===== config.mk =====
export PLATFORM = sky130hd
export DESIGN_NAME = ccd_word_packer
export DESIGN_NICKNAME = d
export VERILOG_FILES = /design/src/rtl/ccd_word_packer.sv
export SDC_FILE = /design/constraint.sdc
export NUM_CORES = 1
export LEC_CHECK = 0
export CAP_MARGIN = 20
export CORE_MARGIN = 4
export CORE_UTILIZATION = 31
export CTS_CLUSTER_SIZE = 12
export DETAILED_ROUTE_END_ITERATION = 7
export PLACE_DENSITY = 0.48
export SLEW_MARGIN = 10
export SYNTH_ARGS = -nofsm -noshare
export SYNTH_HDL_FRONTEND = slang
export SYNTH_SLANG_ARGS = --single-unit

===== constraint.sdc =====
create_clock -name iCLK -period 3.3 [get_ports iCLK]
set_input_delay 0.66 -clock iCLK [delete_from_list [all_inputs] [get_ports iCLK]]
set_output_delay 0.66 -clock iCLK [all_outputs]
set_load 0.005 [all_outputs]

===== src/rtl/ccd_word_packer.sv =====
// ccd_word_packer: packs cropped 8-bit pixels, 16 per 256-bit word, into WORDS bmem writes per armed frame.
// Optional macro PACK_CHECKSUM_EN adds oSUM, the sum of every pixel that went into a written word.
module ccd_word_packer #(
    parameter int PIX_W  = 8,
    parameter int LANE_W = 16,
    parameter int LANES  = 16,
    parameter int WORDS  = 49,
    parameter int ADDR_W = 7
) (
    input  logic                      iCLK,
    input  logic                      iRST,
    input  logic                      iENABLE,
    input  logic                      iSTART,
    input  logic                      iFVAL,
    input  logic                      iDVAL,
    input  logic [PIX_W-1:0]          iDATA,
    output logic                      oWREN,
    output logic [ADDR_W-1:0]         oADDR,
    output logic [LANES*LANE_W-1:0]   oDATA,
    output logic                      oDONE,
    output logic                      oBUSY,
`ifdef PACK_CHECKSUM_EN
    output logic [PIX_W+10-1:0]       oSUM,
`endif
    output logic [1:0]                oSTATE
);
    localparam int LW = $clog2(LANES);

    typedef enum logic [1:0] {IDLE, WAIT_SOF, CAPTURE, DONE} state_t;

    state_t                    state;
    logic [LW-1:0]             lane;
    logic [ADDR_W:0]           wcnt;
    logic                      fval_d;
    logic [LANES*LANE_W-1:0]   pack;
    logic [LANES*LANE_W-1:0]   pack_nx;
    logic                      full;
    logic                      lane_end;
    logic                      arm;
    logic                      retry;
    logic                      take;

    // wcnt reaching WORDS marks the final write cycle; pixels are refused from then on
    assign full     = wcnt == (ADDR_W+1)'(WORDS);
    assign lane_end = lane == LW'(LANES-1);
    assign arm      = iENABLE && iSTART && (state == IDLE || state == DONE);
    assign retry    = state == CAPTURE && iENABLE && !full && !iFVAL;
    assign take     = state == CAPTURE && iENABLE && !full && iFVAL && iDVAL;
    assign oSTATE   = state;

    always_comb begin
        pack_nx = pack;
        pack_nx[lane*LANE_W +: LANE_W] = LANE_W'(iDATA);
    end

    always_ff @(posedge iCLK) begin
        if (iRST) begin
            state  <= IDLE;
            oBUSY  <= 1'b0;
            oWREN  <= 1'b0;
            oADDR  <= '0;
            oDATA  <= '0;
            oDONE  <= 1'b0;
            lane   <= '0;
            wcnt   <= '0;
            fval_d <= 1'b0;
            pack   <= '0;
        end else begin
            fval_d <= iFVAL;
            oWREN  <= 1'b0;
            if (arm) begin
                state <= WAIT_SOF;
                oBUSY <= 1'b1;
                oDONE <= 1'b0;
                lane  <= '0;
                wcnt  <= '0;
            end else begin
                case (state)
                    WAIT_SOF: begin
                        if (!iENABLE) begin
                            state <= IDLE;
                            oBUSY <= 1'b0;
                        end else if (iFVAL && !fval_d) begin
                            state <= CAPTURE;
                        end
                    end
                    CAPTURE: begin
                        if (!iENABLE) begin
                            state <= IDLE;
                            oBUSY <= 1'b0;
                        end else if (full) begin
                            state <= DONE;
                            oBUSY <= 1'b0;
                            oDONE <= 1'b1;
                        end else if (retry) begin
                            state <= WAIT_SOF;
                            lane  <= '0;
                            wcnt  <= '0;
                        end else if (take) begin
                            pack <= pack_nx;
                            lane <= lane_end ? '0 : lane + 1'b1;
                            if (lane_end) begin
                                oWREN <= 1'b1;
                                oDATA <= pack_nx;
                                oADDR <= wcnt[ADDR_W-1:0];
                                wcnt  <= wcnt + 1'b1;
                            end
                        end
                    end
                    DONE: begin
                        if (!iENABLE) state <= IDLE;
                    end
                    default: ;
                endcase
            end
        end
    end

`ifdef PACK_CHECKSUM_EN
    // part holds the current word's pixels so a discarded partial word never reaches oSUM
    logic [PIX_W+LW-1:0] part;

    always_ff @(posedge iCLK) begin
        if (iRST || arm || retry) begin
            oSUM <= '0;
            part <= '0;
        end else if (take && lane_end) begin
            oSUM <= oSUM + (PIX_W+10)'(part) + (PIX_W+10)'(iDATA);
            part <= '0;
        end else if (take) begin
            part <= part + (PIX_W+LW)'(iDATA);
        end
    end
`endif
endmodule


== Word-level counts from Yosys, hierarchy flattened ==
Cells that the tools add are included.

* Bits in registers: 537
* Input bits: 14
* Output and inout bits: 268
* Logic and storage cells: 84

* Add/subtract/negate cells: 3
* Eq/ne operators: 13
* Shifts and indexed selects: 2
* Mux-type cells: 21
* Bitwise logic cells: 6
* Reduce and logical (&&, ||, !) cells: 28

{| class="wikitable"
|+ Operators by type and width
! cell !! number
|-
| 256-bit bitwise mux || 1
|-
| 16-bit by 34-bit variable shift with 256-bit output, first input constant || 1
|-
| 16-bit by 34-bit indexed part select with 256-bit output || 1
|-
| 8-bit negation with 34-bit output || 1
|-
| 8-bit two-way mux || 3
|-
| 2-bit two-way mux || 6
|-
| 4-bit two-way mux || 3
|-
| 4-bit inequality test, second input constant || 3
|-
| 4-bit AND reduction || 3
|-
| 3-bit inequality test, second input constant || 3
|-
| 8-bit by 1-bit adder with 8-bit output, second input constant || 1
|-
| 8-bit by 6-bit equality test with 1-bit output, second input constant || 1
|-
| 1-bit logical AND || 8
|-
| 7-bit AND reduction || 1
|-
| 7-bit OR reduction || 1
|-
| 1-bit two-way mux || 6
|-
| 1-bit inverter || 6
|-
| 2-bit one-hot mux with 3 select lines || 1
|-
| 3-bit AND reduction || 2
|-
| 6-bit AND reduction || 1
|-
| 3-bit nonzero test || 2
|-
| 5-bit inequality test, second input constant || 1
|-
| 5-bit AND reduction || 1
|-
| 4-bit by 1-bit adder with 4-bit output, second input constant || 1
|-
| other kinds (11) || 15
|}

== Logic depth before layout (Yosys ltp) ==
* Depth in word-level cells: 9
* Depth in mapped cells: 11

== Least setup slack after synthesis ==
No wires, ideal clock.

* Path type: register to register
* Start point: register lane[0]
* End point: register oDATA[38]
* Data arrival time: 2878 ps
* Required time: 3214 ps
* Slack: 336 ps
* Stages on the path, launching flop included: 11
* Cell sequence: dfxtp_1 buf_2 clkinv_1 ha_1 buf_2 clkbuf_1 nor4bb_1 nand2_1 clkbuf_1 mux2i_1 a211oi_1

* Cells in the longest elaborated chain, start to end: 3
* Elaborated cells between the ends (all ways): 6
* Those cells by class: 1 x add/sub; 1 x eq/ne; 2 x shift; 1 x mux; 1 x reduce/logical

{| class="wikitable"
|+ Ends and longest elaborated chain
! element !! line !! text
|-
| start, declared || 32 || <nowiki>logic [LW-1:0] lane;</nowiki>
|-
| start signal, assigned || 101 || <nowiki>lane <= lane_end ? '0 : lane + 1'b1;</nowiki>
|-
| 8-bit negation with 34-bit output || 53 || <nowiki>pack_nx[lane*LANE_W +: LANE_W] = LANE_W'(iDATA);</nowiki>
|-
| 16-bit by 34-bit indexed part select with 256-bit output / 16-bit by 34-bit variable shift with 256-bit output (equally long branches) || 53 ||
|-
| 256-bit bitwise mux || 53 ||
|-
| end signal, assigned || 104 || <nowiki>oDATA <= pack_nx;</nowiki>
|-
| end, declared || 19 || <nowiki>output logic [LANES*LANE_W-1:0] oDATA,</nowiki>
|}

Parallel ways exist; a longest one is shown, timed or not.
A chain may end at the register's enable or synchronous reset.

== Final worst setup path ==
* Start point: register lane[0]
* End point: register oDATA[39]

Same word-level chain as after synthesis.

==> flow_summary_export.csv <==
group,metric,value,unit
run_status,outcome,"complete, no violations",
logic_synthesis,syn-num-nets,2265,
logic_synthesis,yosys_warnings,0,
clock_network,postCtsHoldBufs,0,
worst_setup_path,rrSetupSlack,0.37,ns
drt,antenna_left,0,
placed_design,place_hpwl,45.89,mm
sta,whs,0.4492,ns
drt,first_pass_iters,5,
logic_synthesis,synthesis.area,20220,sq um
placed_design,port_buffers,281,
power_and_ir_drop,power.leakage,9.748,nW
clock_network,root_buffer,"clkbuf_16",
clock_network,cts_tree,"built",
worst_setup_path,rr_endpoint,"oDATA[39]$_SDFFE_PP0P_",
grt,gr-max-usage-layer,"met2",
worst_setup_path,start_kind,"register",
logic_synthesis,yosysMostFrequentCell,"dfxtp_1",
job,maxCapViolCount,0,
drt,wl_per_cell,19.05,um
sta,drv_slew,0,
die,core_region_area,64460,sq um
hold_path,holdCritStartpoint,"oDATA[217]$_SDFFE_PP0P_",
finish,syn_to_final_growth,29.01,%
logic_synthesis,ys_ff_latch,537,
clock_network,cts_sinks,537,
sta,fin_setup_tns,0,ns
finish,nNetsFinal,2509,
finish,antennaDiodeCount,0,
worst_setup_path,crit_path_max_fanout,25,
grt,grt_max_degree,84,
logic_synthesis,yosysTopAreaCellShare,53.17,%
logic_synthesis,synth_edf_count,0,
drt,drt_iter0_drc,1179,
grt,overflow,0,
grt,grtUsageMet2,30.07,%
worst_setup_path,path_class,"register to register",
finish,drive_gt1_share,8.057,%
clock_network,htreeDepth,2,
worst_setup_path,cp.arrival,3.41,ns
logic_synthesis,netlist.top_cell.by_area,"dfxtp_1",
power_and_ir_drop,finalPower,13.30,mW
grt,grt_antenna_before_repair,2,
logic_synthesis,synth.distinct_cells,58,
die,die_area,69370,sq um
sta,hold_violations,0,
drt,remaining_drc_errors,0,
worst_setup_path,required,3.78,ns
clock_network,clkSlewWorstSetupHoldPaths,0.06,ns
drt,wirelength,64.54,mm
drt,vias,16490,
hold_path,min_to,"oDATA[217]$_SDFFE_PP0P_",
die,rows,93,
power_and_ir_drop,powerDensity,509.9,nW/um^2
die,start_util,31.36,%
clock_network,clk_path_buf_depth,3,
logic_synthesis,synth_cells,2243,
die,io_pins,282,
placed_design,gp_congestion,0.8493,
worst_setup_path,r2r_start,"lane[0]$_SDFFE_PP0P_",
grt,groute.layer.met1.usage,23.63,%
grt,grt_pass1_wl,98.43,mm
logic_synthesis,ys.flop_type,"dfxtp_1",
logic_synthesis,synth_common_cells,"dfxtp_1 (537), nand2_1 (272), nor2_1 (269)",
worst_setup_path,r2r_cells,8,
grt,grt_use_met3,3.234,%
hold_path,min_path_type,"register to register",
sta,setup_viol,0,
grt,grt_usage,17.82,%
sta,relSlewSlack,36.71,%
die,die-height,263.4,um
logic_synthesis,synthArstFlopShare,0,%
clock_network,cts_resized,0,
hold_path,whs_path_depth,2,
clock_network,cts_buffers,59,
clock_network,cts_setup_buffers,0,
sta,fmax,341.0,MHz
logic_synthesis,syn_avg_cell_area,9.014,sq um
sta,rsz0062_at_grt,"no",
logic_synthesis,synthTopCellsByArea,"dfxtp_1 (53%), mux2i_1 (7.7%), nand2_1 (5.0%), nor2_1 (5.0%), a21oi_1 (4.5%)",
logic_synthesis,yosysSeqAreaShare,53.17,%
sta,min_period_over_period,88.86,%
grt,first_global_vias,16050,
clock_network,clk_latency,0.61,ns
sta,clock_skew,0.01881,ns
sta,period_needed,2.932,ns
finish,fill_cells,6458,
drt,vias_per_cell,4.869,
sta,tightestPinTransition,0.9450,ns
power_and_ir_drop,irDropWorstVdd,0.3533,mV
worst_setup_path,end_kind,"register",
die,die_x,263.4,um
==> layout make-up <==
type                       instances  area [sq um]  area share, %
timing repair buffer             363          3588          13.76
sequential                       537         10750          41.22
multi-input combinational       1518          8731          33.47
tap                              855          1070          4.102
inverter                           8         30.03         0.1151
clock inverter                    20         162.7         0.6236
clock buffer                      86          1750          6.711
==> worst max path at each step <==
stage	from	end	slack, ns	depth (start not counted)
after floorplan	lane[0]$_SDFFE_PP0P_	oDATA[38]$_SDFFE_PP0P_	0.34	10
after global placement	lane[0]$_SDFFE_PP0P_	oDATA[38]$_SDFFE_PP0P_	0.39	8
after detailed placement	lane[0]$_SDFFE_PP0P_	oDATA[38]$_SDFFE_PP0P_	0.33	8
after CTS	lane[0]$_SDFFE_PP0P_	oDATA[38]$_SDFFE_PP0P_	0.32	8
after global routing	lane[0]$_SDFFE_PP0P_	oDATA[38]$_SDFFE_PP0P_	0.20	8
final	lane[0]$_SDFFE_PP0P_	oDATA[39]$_SDFFE_PP0P_	0.37	8
==> flip-flops by register name (all words and copies together), names as in the netlist <==
register,flops
fval_d,1
lane,4
oADDR,7
oBUSY,1
oDATA,256
oDONE,1
oSTATE,2
oWREN,1
pack,256
wcnt,8
==> stage by stage <==
| stage | utilization, % | cell area (sq um) | setup slack (ns) | std cells |
|---|---|---|---|---|
| finish | 40.46 | 26080 | 0.3676 | 3387 |
| global route | 40.46 | 26080 | 0.2024 | 3387 |
| CTS | 40.43 | 26060 | 0.3217 | 3385 |
| detailed placement | 37.46 | 24150 | 0.3332 | 3279 |
| global placement | 37.46 | 24150 | 0.3891 | 3279 |
| floorplan | - | 20220 | 0.3365 | 2243 |
==> kinds of logic after synthesis <==
| family | Yosys count | synth area share, % |
|---|---|---|
| simple gates | 1001 | 23.69 |
| compound gates | 343 | 10.53 |
| xor+xnor | 10 | 0.4704 |
| fa+ha+maj | 8 | 0.4951 |
| flops | 537 | 53.17 |
| mux | 156 | 7.723 |
| buf+inv | 188 | 3.923 |
==> report_power, final <==
group          internal [mW]  leakage (nW)  switching (mW)
logic                 0.0933          4.47           0.239
registers               6.49          4.32         0.00501
clock network           3.81         0.951            2.67
total                   10.4          9.75            2.91
==> worst max-delay path, cell delays in order (launching register included) <==
cell	delay, ns
dfxtp_1	0.33
buf_4	0.30
nor3_1	0.11
ha_1	0.48
nor4bb_1	0.32
buf_4	0.19
nand2_1	0.49
mux2i_1	0.46
a211oi_1	0.12
==> routing by layer <==
layer | up-vias | part of all wire, %
met3 | 93 | 4.9
met5 | - | 0.019
met2 | 369 | 48
li1 | 8163 | -
met1 | 7863 | 45
met4 | 2 | 2.4
==> layout by cell type (no fill, tap or decap), types with 61 or more instances in the layout <==
cell type / instances
dfxtp_1: 537
clkdlybuf4s50_1: 280
nand2_1: 272
nor2_1: 269
a21oi_1: 182
mux2i_1: 156
nand3_1: 149
and2_1: 121
a211oi_1: 105
buf_4: 68
clkbuf_16: 61
Power figures use the tool's default switching activity.
